File: config.mk
export PLATFORM = sky130hd
export DESIGN_NAME = clock_reset_ctrl
export DESIGN_NICKNAME = d
export VERILOG_FILES = /design/src/rtl/clock_reset_ctrl.sv
export SDC_FILE = /design/constraint.sdc
export NUM_CORES = 1
export LEC_CHECK = 0
export BUFFER_PORTS_ARGS = -buffer_cell sky130_fd_sc_hd__buf_2
export CAP_MARGIN = 5
export CORE_ASPECT_RATIO = 1.25
export CORE_MARGIN = 1.5
export CORE_UTILIZATION = 60
export CTS_BUF_LIST = sky130_fd_sc_hd__clkbuf_4 sky130_fd_sc_hd__clkbuf_8
export DETAILED_ROUTE_END_ITERATION = 7
export GPL_TIMING_DRIVEN = 0
export PLACE_DENSITY_LB_ADDON = 0.12
export SLEW_MARGIN = 20
export SYNTH_ARGS = -nofsm -noshare
export SYNTH_HDL_FRONTEND = slang
export SYNTH_SLANG_ARGS = --single-unit
File: constraint.sdc
create_clock -name CLK -period 4.75 [get_ports CLK]
set_input_delay 0.2375 -clock CLK [delete_from_list [all_inputs] [get_ports CLK]]
set_output_delay 0.2375 -clock CLK [all_outputs]
set_load 0.03 [all_outputs]
File: src/rtl/clock_reset_ctrl.sv
// Clock/reset front end: CPU and refresh clock-enables, debounced buttons with press
// pulses, single-step gating and a stretched system reset, all on the single fast clock.
module clock_reset_ctrl #(
   parameter int CPU_DIV     = 8,
   parameter int REFRESH_DIV = 2048,
   parameter int NBUT        = 2,
   parameter int DEB_CYCLES  = 65536,
   parameter int RST_BUT     = 1,
   parameter int RST_STRETCH = 16
) (
   input  logic            CLK,
   input  logic            nRESET,
   input  logic [NBUT-1:0] nBUT,
   input  logic            step_mode,
   input  logic            step_req,
   output logic            cpu_ce,
   output logic            refresh_ce,
   output logic [NBUT-1:0] but,
   output logic [NBUT-1:0] but_press,
   output logic            sys_reset,
   output logic            step_armed
);

   localparam int PC_W = (CPU_DIV > 1) ? $clog2(CPU_DIV) : 1;
   localparam int RC_W = (REFRESH_DIV > 1) ? $clog2(REFRESH_DIV) : 1;
   localparam int DC_W = (DEB_CYCLES > 1) ? $clog2(DEB_CYCLES) : 1;
   localparam int RS_W = (RST_STRETCH > 1) ? $clog2(RST_STRETCH) : 1;

   logic [1:0]      rsync_q;
   logic [NBUT-1:0] bsync0_q, bsync1_q;
   logic [NBUT-1:0] but_q, but_d, but_dly_q, press_q;
   logic [DC_W-1:0] dc_q [NBUT];
   logic [DC_W-1:0] dc_d [NBUT];
   logic            sys_q, sys_d;
   logic [RS_W-1:0] st_q, st_d;
   logic [PC_W-1:0] pc_q, pc_d;
   logic [RC_W-1:0] rc_q, rc_d;
   logic            cpu_q, cpu_d;
   logic            armed_q, armed_d;
   logic            cause, tc, hold;

   always_ff @(posedge CLK or negedge nRESET) begin
      if (!nRESET) begin
         rsync_q <= '0;
      end else begin
         rsync_q <= {rsync_q[0], 1'b1};
      end
   end

   // A button flips only after DEB_CYCLES consecutive cycles of disagreement.
   always_comb begin
      but_d = but_q;
      for (int i = 0; i < NBUT; i++) begin
         dc_d[i] = '0;
         if (bsync1_q[i] != but_q[i]) begin
            if (dc_q[i] == DC_W'(DEB_CYCLES - 1)) begin
               but_d[i] = bsync1_q[i];
            end else begin
               dc_d[i] = dc_q[i] + DC_W'(1);
            end
         end
      end
   end

   always_ff @(posedge CLK or negedge nRESET) begin
      if (!nRESET) begin
         bsync0_q  <= '0;
         bsync1_q  <= '0;
         but_q     <= '0;
         but_dly_q <= '0;
         press_q   <= '0;
         for (int i = 0; i < NBUT; i++) dc_q[i] <= '0;
      end else begin
         bsync0_q  <= ~nBUT;
         bsync1_q  <= bsync0_q;
         but_q     <= but_d;
         but_dly_q <= but_q;
         press_q   <= but_q & ~but_dly_q;
         for (int i = 0; i < NBUT; i++) dc_q[i] <= dc_d[i];
      end
   end

   // Counter holds remaining stretch minus one; sys_q itself marks the countdown.
   assign cause = ~rsync_q[1] | but_q[RST_BUT];

   always_comb begin
      sys_d = sys_q;
      st_d  = st_q;
      if (cause) begin
         sys_d = 1'b1;
         st_d  = RS_W'(RST_STRETCH - 1);
      end else if (sys_q) begin
         if (st_q == '0) sys_d = 1'b0;
         else            st_d  = st_q - RS_W'(1);
      end
   end

   assign tc   = (pc_q == PC_W'(CPU_DIV - 1));
   assign hold = sys_q | sys_d;

   // Holding on sys_d too keeps cpu_ce from firing on the edge sys_reset rises.
   always_comb begin
      pc_d    = tc ? '0 : pc_q + PC_W'(1);
      cpu_d   = 1'b0;
      armed_d = armed_q | (step_mode & step_req);
      if (hold) begin
         pc_d    = '0;
         armed_d = 1'b0;
      end else if (tc) begin
         cpu_d   = step_mode ? armed_q : 1'b1;
         armed_d = step_mode & ~armed_q & step_req;
      end
   end

   assign rc_d = (rc_q == RC_W'(REFRESH_DIV - 1)) ? '0 : rc_q + RC_W'(1);

   always_ff @(posedge CLK or negedge nRESET) begin
      if (!nRESET) begin
         sys_q   <= 1'b1;
         st_q    <= '0;
         pc_q    <= '0;
         rc_q    <= '0;
         cpu_q   <= 1'b0;
         armed_q <= 1'b0;
      end else begin
         sys_q   <= sys_d;
         st_q    <= st_d;
         pc_q    <= pc_d;
         rc_q    <= rc_d;
         cpu_q   <= cpu_d;
         armed_q <= armed_d;
      end
   end

   assign cpu_ce     = cpu_q;
   assign refresh_ce = (rc_q == RC_W'(REFRESH_DIV - 1));
   assign but        = but_q;
   assign but_press  = press_q;
   assign sys_reset  = sys_q;
   assign step_armed = armed_q;

endmodule

Yosys cells after proc, flatten, opt, wreduce, memory -nomap -nowiden:

Cells that the tools add are included.

* input bits: 6
* output and inout port bits: 8
* bits in registers: 65
* logic and storage cells: 61

* equal/unequal tests: 7
* bitwise gates (word level): 11
* reduce and logical (&&, ||, !) cells: 5
* $add $sub $neg: 5
* multiplexer cells: 18

Operators by type and width (number)
* $mux 16: 4
* $add 16x1->16 const B: 2
* $eq 16x16->1 const B: 2
* $mux 4: 3
* $add 11x1->11 const B: 1
* $eq 11x11->1 const B: 1
* $mux 11: 1
* $mux 1: 8
* $mux 3: 2
* $reduce_and 2->1: 3
* $logic_not 4->1: 1
* $not 2->2: 2
* $sub 4x1->4 const B: 1
* $add 3x1->3 const B: 1
* $and 1x1->1: 3
* $eq 3x3->1 const B: 1
* $or 1x1->1: 3
* $and 2x2->2: 1
* $ne 1x1->1: 2
* $ne 2x2->1 const B: 1
* $not 1->1: 2
* $reduce_bool 2->1: 1

Logic depth before layout (Yosys ltp):

* depth in word-level cells: 6
* mapped depth: 6
* gate-level depth less buffers: 6

Worst setup path before layout:

Ideal clock, no wire load.

* path kind: register to register
* start: register dc_q[0] (netlist bit)
* end: register but_q[1] (netlist: but[1])
* period minus slack after synthesis: 1810 ps
* data required time: 4625 ps
* buffers on the path: 0
* stages on the path, launching flop included: 6
* slack: 2940 ps
* library setup time: 125 ps
* arrival: 1685 ps
* cells stage by stage: dfrtp_1 > ha_1 > nand3_1 > or4_4 > nor2_1 > mux2_2

* longest elaborated chain between the ends: 2

Ends and longest elaborated chain
* from (decl): RTL line 32 `logic [DC_W-1:0] dc_q [NBUT];`
* $eq 16x16->1: RTL line 56 `if (dc_q[i] == DC_W'(DEB_CYCLES - 1)) begin`
* $reduce_and 2->1 (no line)
* to (signal assigned): RTL line 76 `but_q <= but_d;`
* to (decl): RTL line 31 `logic [NBUT-1:0] but_q, but_d, but_dly_q, press_q;`

No other way between the ends.
A chain may end at the register's enable or synchronous reset.

Worst setup path in the final report:

* start: register rc_q[0]
* end: output refresh_ce

* longest elaborated chain between the ends: 1

Ends and longest elaborated chain
* from (decl): RTL line 37 `logic [RC_W-1:0] rc_q, rc_d;`
* from (signal assigned): RTL line 129 `rc_q <= rc_d;`
* $eq 11x11->1: RTL line 136 `assign refresh_ce = (rc_q == RC_W'(REFRESH_DIV - 1));`
* to (decl): RTL line 17 `output logic refresh_ce,`

No other way between the ends.

==> key figures <==
Yosys
  – Share of cell area taken by muxes after synthesis: about 1.2%
  – Post-Synth XOR/XNOR Area: around 12%
  – Combinational family with the most area after synthesis: simple AND/OR/NAND/NOR gates
  – Avg Synthesized Cell Area: 10.9 um^2
  – Post-synth cell types: 31
  – Post-synth ARST share: 100%
  – Number of enable flip-flop cells after synthesis: 0
  – Adder-cell area share of the yosys netlist: 2.65%
  – Sequential area share after synthesis: between 50% and 60%
  – Fraction of the mapped netlist area in simple logic gates: 21.3%
  – Post-synthesis register bit count: 65
  – Most area-consuming cells after synthesis: sky130_fd_sc_hd__dfrtp_1 57%, sky130_fd_sc_hd__xnor2_1 8.7%, sky130_fd_sc_hd__nor2_1 5.6%, sky130_fd_sc_hd__xor2_1 3.7%, sky130_fd_sc_hd__nand3_1 3.2%
  – Top_reg_cell synth: sky130_fd_sc_hd__dfrtp_1
  – Warnings, synthesis: 0
  – Cells after synthesis: 260
  – Top post-synthesis cells by count: 64 x sky130_fd_sc_hd__dfrtp_1, 42 x sky130_fd_sc_hd__nor2_1, 28 x sky130_fd_sc_hd__xnor2_1
  – Netlist area before placement: ~0.0028 mm^2
  – Most frequently used cell type in the post-synthesis netlist: sky130_fd_sc_hd__dfrtp_1
  – Syn nets: between 200 and 300
  – Leading area contributor after synthesis: sky130_fd_sc_hd__dfrtp_1
  – Share of the synthesized area in the top cell type: between 50% and 60%
  – Compound-cell area share of the yosys netlist: 2.57%

Power
  – Max VDD drop: 0.222 mV
  – Sw frac: 21.5%
  – P_leak: 1.41 nW
  – Internal power: between 0.0008 and 0.0009 W
  – Clock network fraction of total power: 40.7%
  – Switching power: 0.000219 W
  – Power per cell area: 321 mW/mm^2
  – Sequential share of power: between 50% and 60%
  – Part of the total power dissipated in combinational logic: 3.5%

Finish
  – Number of nets in the layout: 298
  – Diodes inserted: 0
  – Core utilization of the finished layout: 71.3%
  – Synthesis-to-finish area growth: 12.4%
  – Share of post-route cells with drive strength above 1: 14.8%

Clock network
  – Maximum clock insertion buffer count: 2
  – CTS buffer count: 9
  – Clock latency on the worst-skew pair: ~0.33 ns
  – H-Tree Level Count: 3
  – Buffer cell driving the clock tree root: sky130_fd_sc_hd__clkbuf_8
  – Clock-pin slew on the worst setup and hold paths: about 0.060 ns
  – Clock sinks: between 60 and 70
  – TritonCTS clock tree: built
  – Postcts setup bufs: 0

Worst setup path
  – Critical Path RT: roughly 4.5 ns
  – Critical Path Source Type: flop
  – CP Capture Type: primary output
  – Type of the worst setup path: reg -> out
  – WP data arrival: roughly 1.9 ns
  – RR Startpoint: dc_q[0]
  – Reg2reg end: dc_q[5]
  – Number of cell instances on the worst register-to-register path: 6
  – Setup slack of the most critical reg-to-reg path: approximately 2.8 ns
  – Crit-path max FO: 7
  – Worst setup path endpoint: refresh_ce
  – Startpoint of the most critical setup path: rc_q[0]

Outcome
  – Run status: finished, final reports clean

Floorplanning
  – I/O pin count: 14
  – Num rows: 27
  – Die Width: between 60 and 70 um
  – Effective utilization at floorplan: between 60 and 70%
  – Std-Cell Core Area: 0.00446 mm^2
  – Die outline area: between 0.005 and 0.006 mm^2
  – Die span in y: 79.8 um

Placed design
  – IO Port Bufs: 13
  – Global placer's final weighted congestion: 0.829
  – Placed wire-length estimate after detailed placement: around 3.0 mm

STA
  – Worst hold margin: approximately 0.043 ns
  – RSZ-0062 raised after global routing: no
  – Final count of hold timing violations: 0
  – Setup Viol. Count Final: 0
  – Final sum of negative setup slack: 0 ns
  – Final critical delay including setup and external delays: around 2.1 ns
  – Worst Skew: roughly 0.007 ns
  – Maximum operating frequency: 479 MHz
  – Period utilization: a little over two fifths
  – Max-slew violation total from the final report: 0

Route
  – Post-Route WL: between 4 and 5 mm
  – First-pass iteration count of the detailed router: 6
  – Via density per instance: about 5.4
  – DRC errors left: 0
  – Post-DR wirelength/cell: approximately 13 um
  – Antenna Nets Post-Route: 0
  – Vias: ~1900
  – Number of DRC violations after detailed-routing iteration 0: roughly 160

Global routing
  – Sum of overflow across all layers after global routing: 0
  – Met3 Resource Use GR: ~5.1%
  – Met2 layer usage reported by global route: around 34%
  – Maximum number of pins on one net before global-route repair: 44
  – First-pass GRT wire length: about 8.2 mm
  – Layer with the highest usage: met2
  – Via count of the first global-routing pass: approximately 1900
  – Overall routing resource usage: between 20% and 30%
  – GR Layer Usage met1: a little over a quarter
  – Number of antenna violations at the first check in global routing: 0

Run
  – Maximum Capacitance Violations: 0

Worst hold path
  – Class of the worst hold path: in -> reg
routing by layer:
layer	wire length, um	part of all wire [%]
met1	2140	48
met4	87	2.0
met3	131	3.0
met2	2070	47
met5	0	0
through the flow:
stage	setup WS, ns	std cells	instance area [um^2]	total power (W)
floorplan	2.94	260	2830	0.000597
global placement	2.75	331	2970	0.000614
detailed placement	2.74	332	2990	0.000617
CTS	2.64	349	3180	0.00104
global route	2.52	349	3180	0.00107
finish	2.66	349	3180	0.00102
sequential cells by signal, summed over array words and instances (netlist names):
| register | flops |
|---|---|
| but_dly_q | 2 |
| rc_q | 11 |
| step_armed | 1 |
| bsync0_q | 2 |
| rsync_q | 2 |
| sys_reset | 1 |
| pc_q | 3 |
| bsync1_q | 2 |
| st_q | 4 |
| but | 2 |
| cpu_ce | 1 |
| but_press | 2 |
| dc_q | 32 |
how the worst min path moves through the flow:
stage / to / depth (start not counted) / start / slack, ns
final: bsync0_q[1] / 2 / nBUT[1] / 0.04
after global routing: bsync0_q[1] / 2 / nBUT[1] / 0.04
after CTS: bsync0_q[1] / 2 / nBUT[1] / 0.02
after detailed placement: step_armed / 1 / nRESET / 0.15
after global placement: rsync_q[1] / 0 / rsync_q[0] / 0.33
after floorplan: bsync0_q[0] / 0 / nRESET / -0.06
kinds of logic (layout without fill, tap and decap cells):
logic type | after synthesis | after routing
adder cells (fa/ha/maj) | 6 | 6
buffers and inverters | 15 | 46
other | 1 | 1
AND/OR/NAND/NOR | 119 | 119
XOR/XNOR | 40 | 40
AO/OA/AOI/OAI | 11 | 11
multiplexers | 3 | 3
flip-flops | 65 | 65
layout make-up:
cell class                 instances  area, um^2
tap                               58        72.6
clock buffer                      13         166
inverter                          12        45.0
timing repair buffer              15        97.6
clock inverter                     3        15.0
sequential                        65        1630
multi-input combinational        180        1140
buffer                             3        18.8
fill                             338        1280
cells in the final DEF, fill, tap and decap left out, types with 3 or more instances in the layout:
| cell type | count |
|---|---|
| sky130_fd_sc_hd__dfrtp_1 | 64 |
| sky130_fd_sc_hd__nor2_1 | 42 |
| sky130_fd_sc_hd__xnor2_1 | 28 |
| sky130_fd_sc_hd__nand3_1 | 18 |
| sky130_fd_sc_hd__inv_1 | 12 |
| sky130_fd_sc_hd__xor2_1 | 12 |
| sky130_fd_sc_hd__buf_2 | 12 |
| sky130_fd_sc_hd__clkbuf_8 | 11 |
| sky130_fd_sc_hd__nand2_1 | 10 |
| sky130_fd_sc_hd__nor3_1 | 10 |
| sky130_fd_sc_hd__nand4_1 | 9 |
| sky130_fd_sc_hd__and3_1 | 7 |
| sky130_fd_sc_hd__ha_1 | 6 |
| sky130_fd_sc_hd__nor4_1 | 5 |
| sky130_fd_sc_hd__or3_1 | 4 |
| sky130_fd_sc_hd__nor2b_1 | 4 |
| sky130_fd_sc_hd__o21ai_0 | 3 |
| sky130_fd_sc_hd__a21oi_1 | 3 |
| sky130_fd_sc_hd__buf_4 | 3 |
| sky130_fd_sc_hd__mux2_2 | 3 |
| sky130_fd_sc_hd__clkinv_2 | 3 |
power by group through the flow:
stage / Sequential, W / Combinational [W] / Clock, W
6_report: 0.000570 / 0.0000361 / 0.000416
5_1_grt: 0.000571 / 0.0000431 / 0.000459
4_1_cts: 0.000570 / 0.0000375 / 0.000434
3_5_place_dp: 0.000580 / 0.0000367 / 0
3_3_place_gp: 0.000580 / 0.0000340 / 0
2_1_floorplan: 0.000579 / 0.0000181 / 0
worst max-delay path: stages (launching register included):
cell	delay [ns]
sky130_fd_sc_hd__dfrtp_1	0.38
sky130_fd_sc_hd__ha_1	0.25
sky130_fd_sc_hd__and4_1	0.25
sky130_fd_sc_hd__and3_1	0.16
sky130_fd_sc_hd__clkbuf_1	0.24
sky130_fd_sc_hd__buf_2	0.25
repair_timing:
action	4_1_cts	5_1_grt
endpoints found under the setup margin	0	0
resized for setup	0	0
hold buffers	1	0
endpoints found under the hold margin	22	0
No activity file was read; power rests on OpenSTA's default activity.
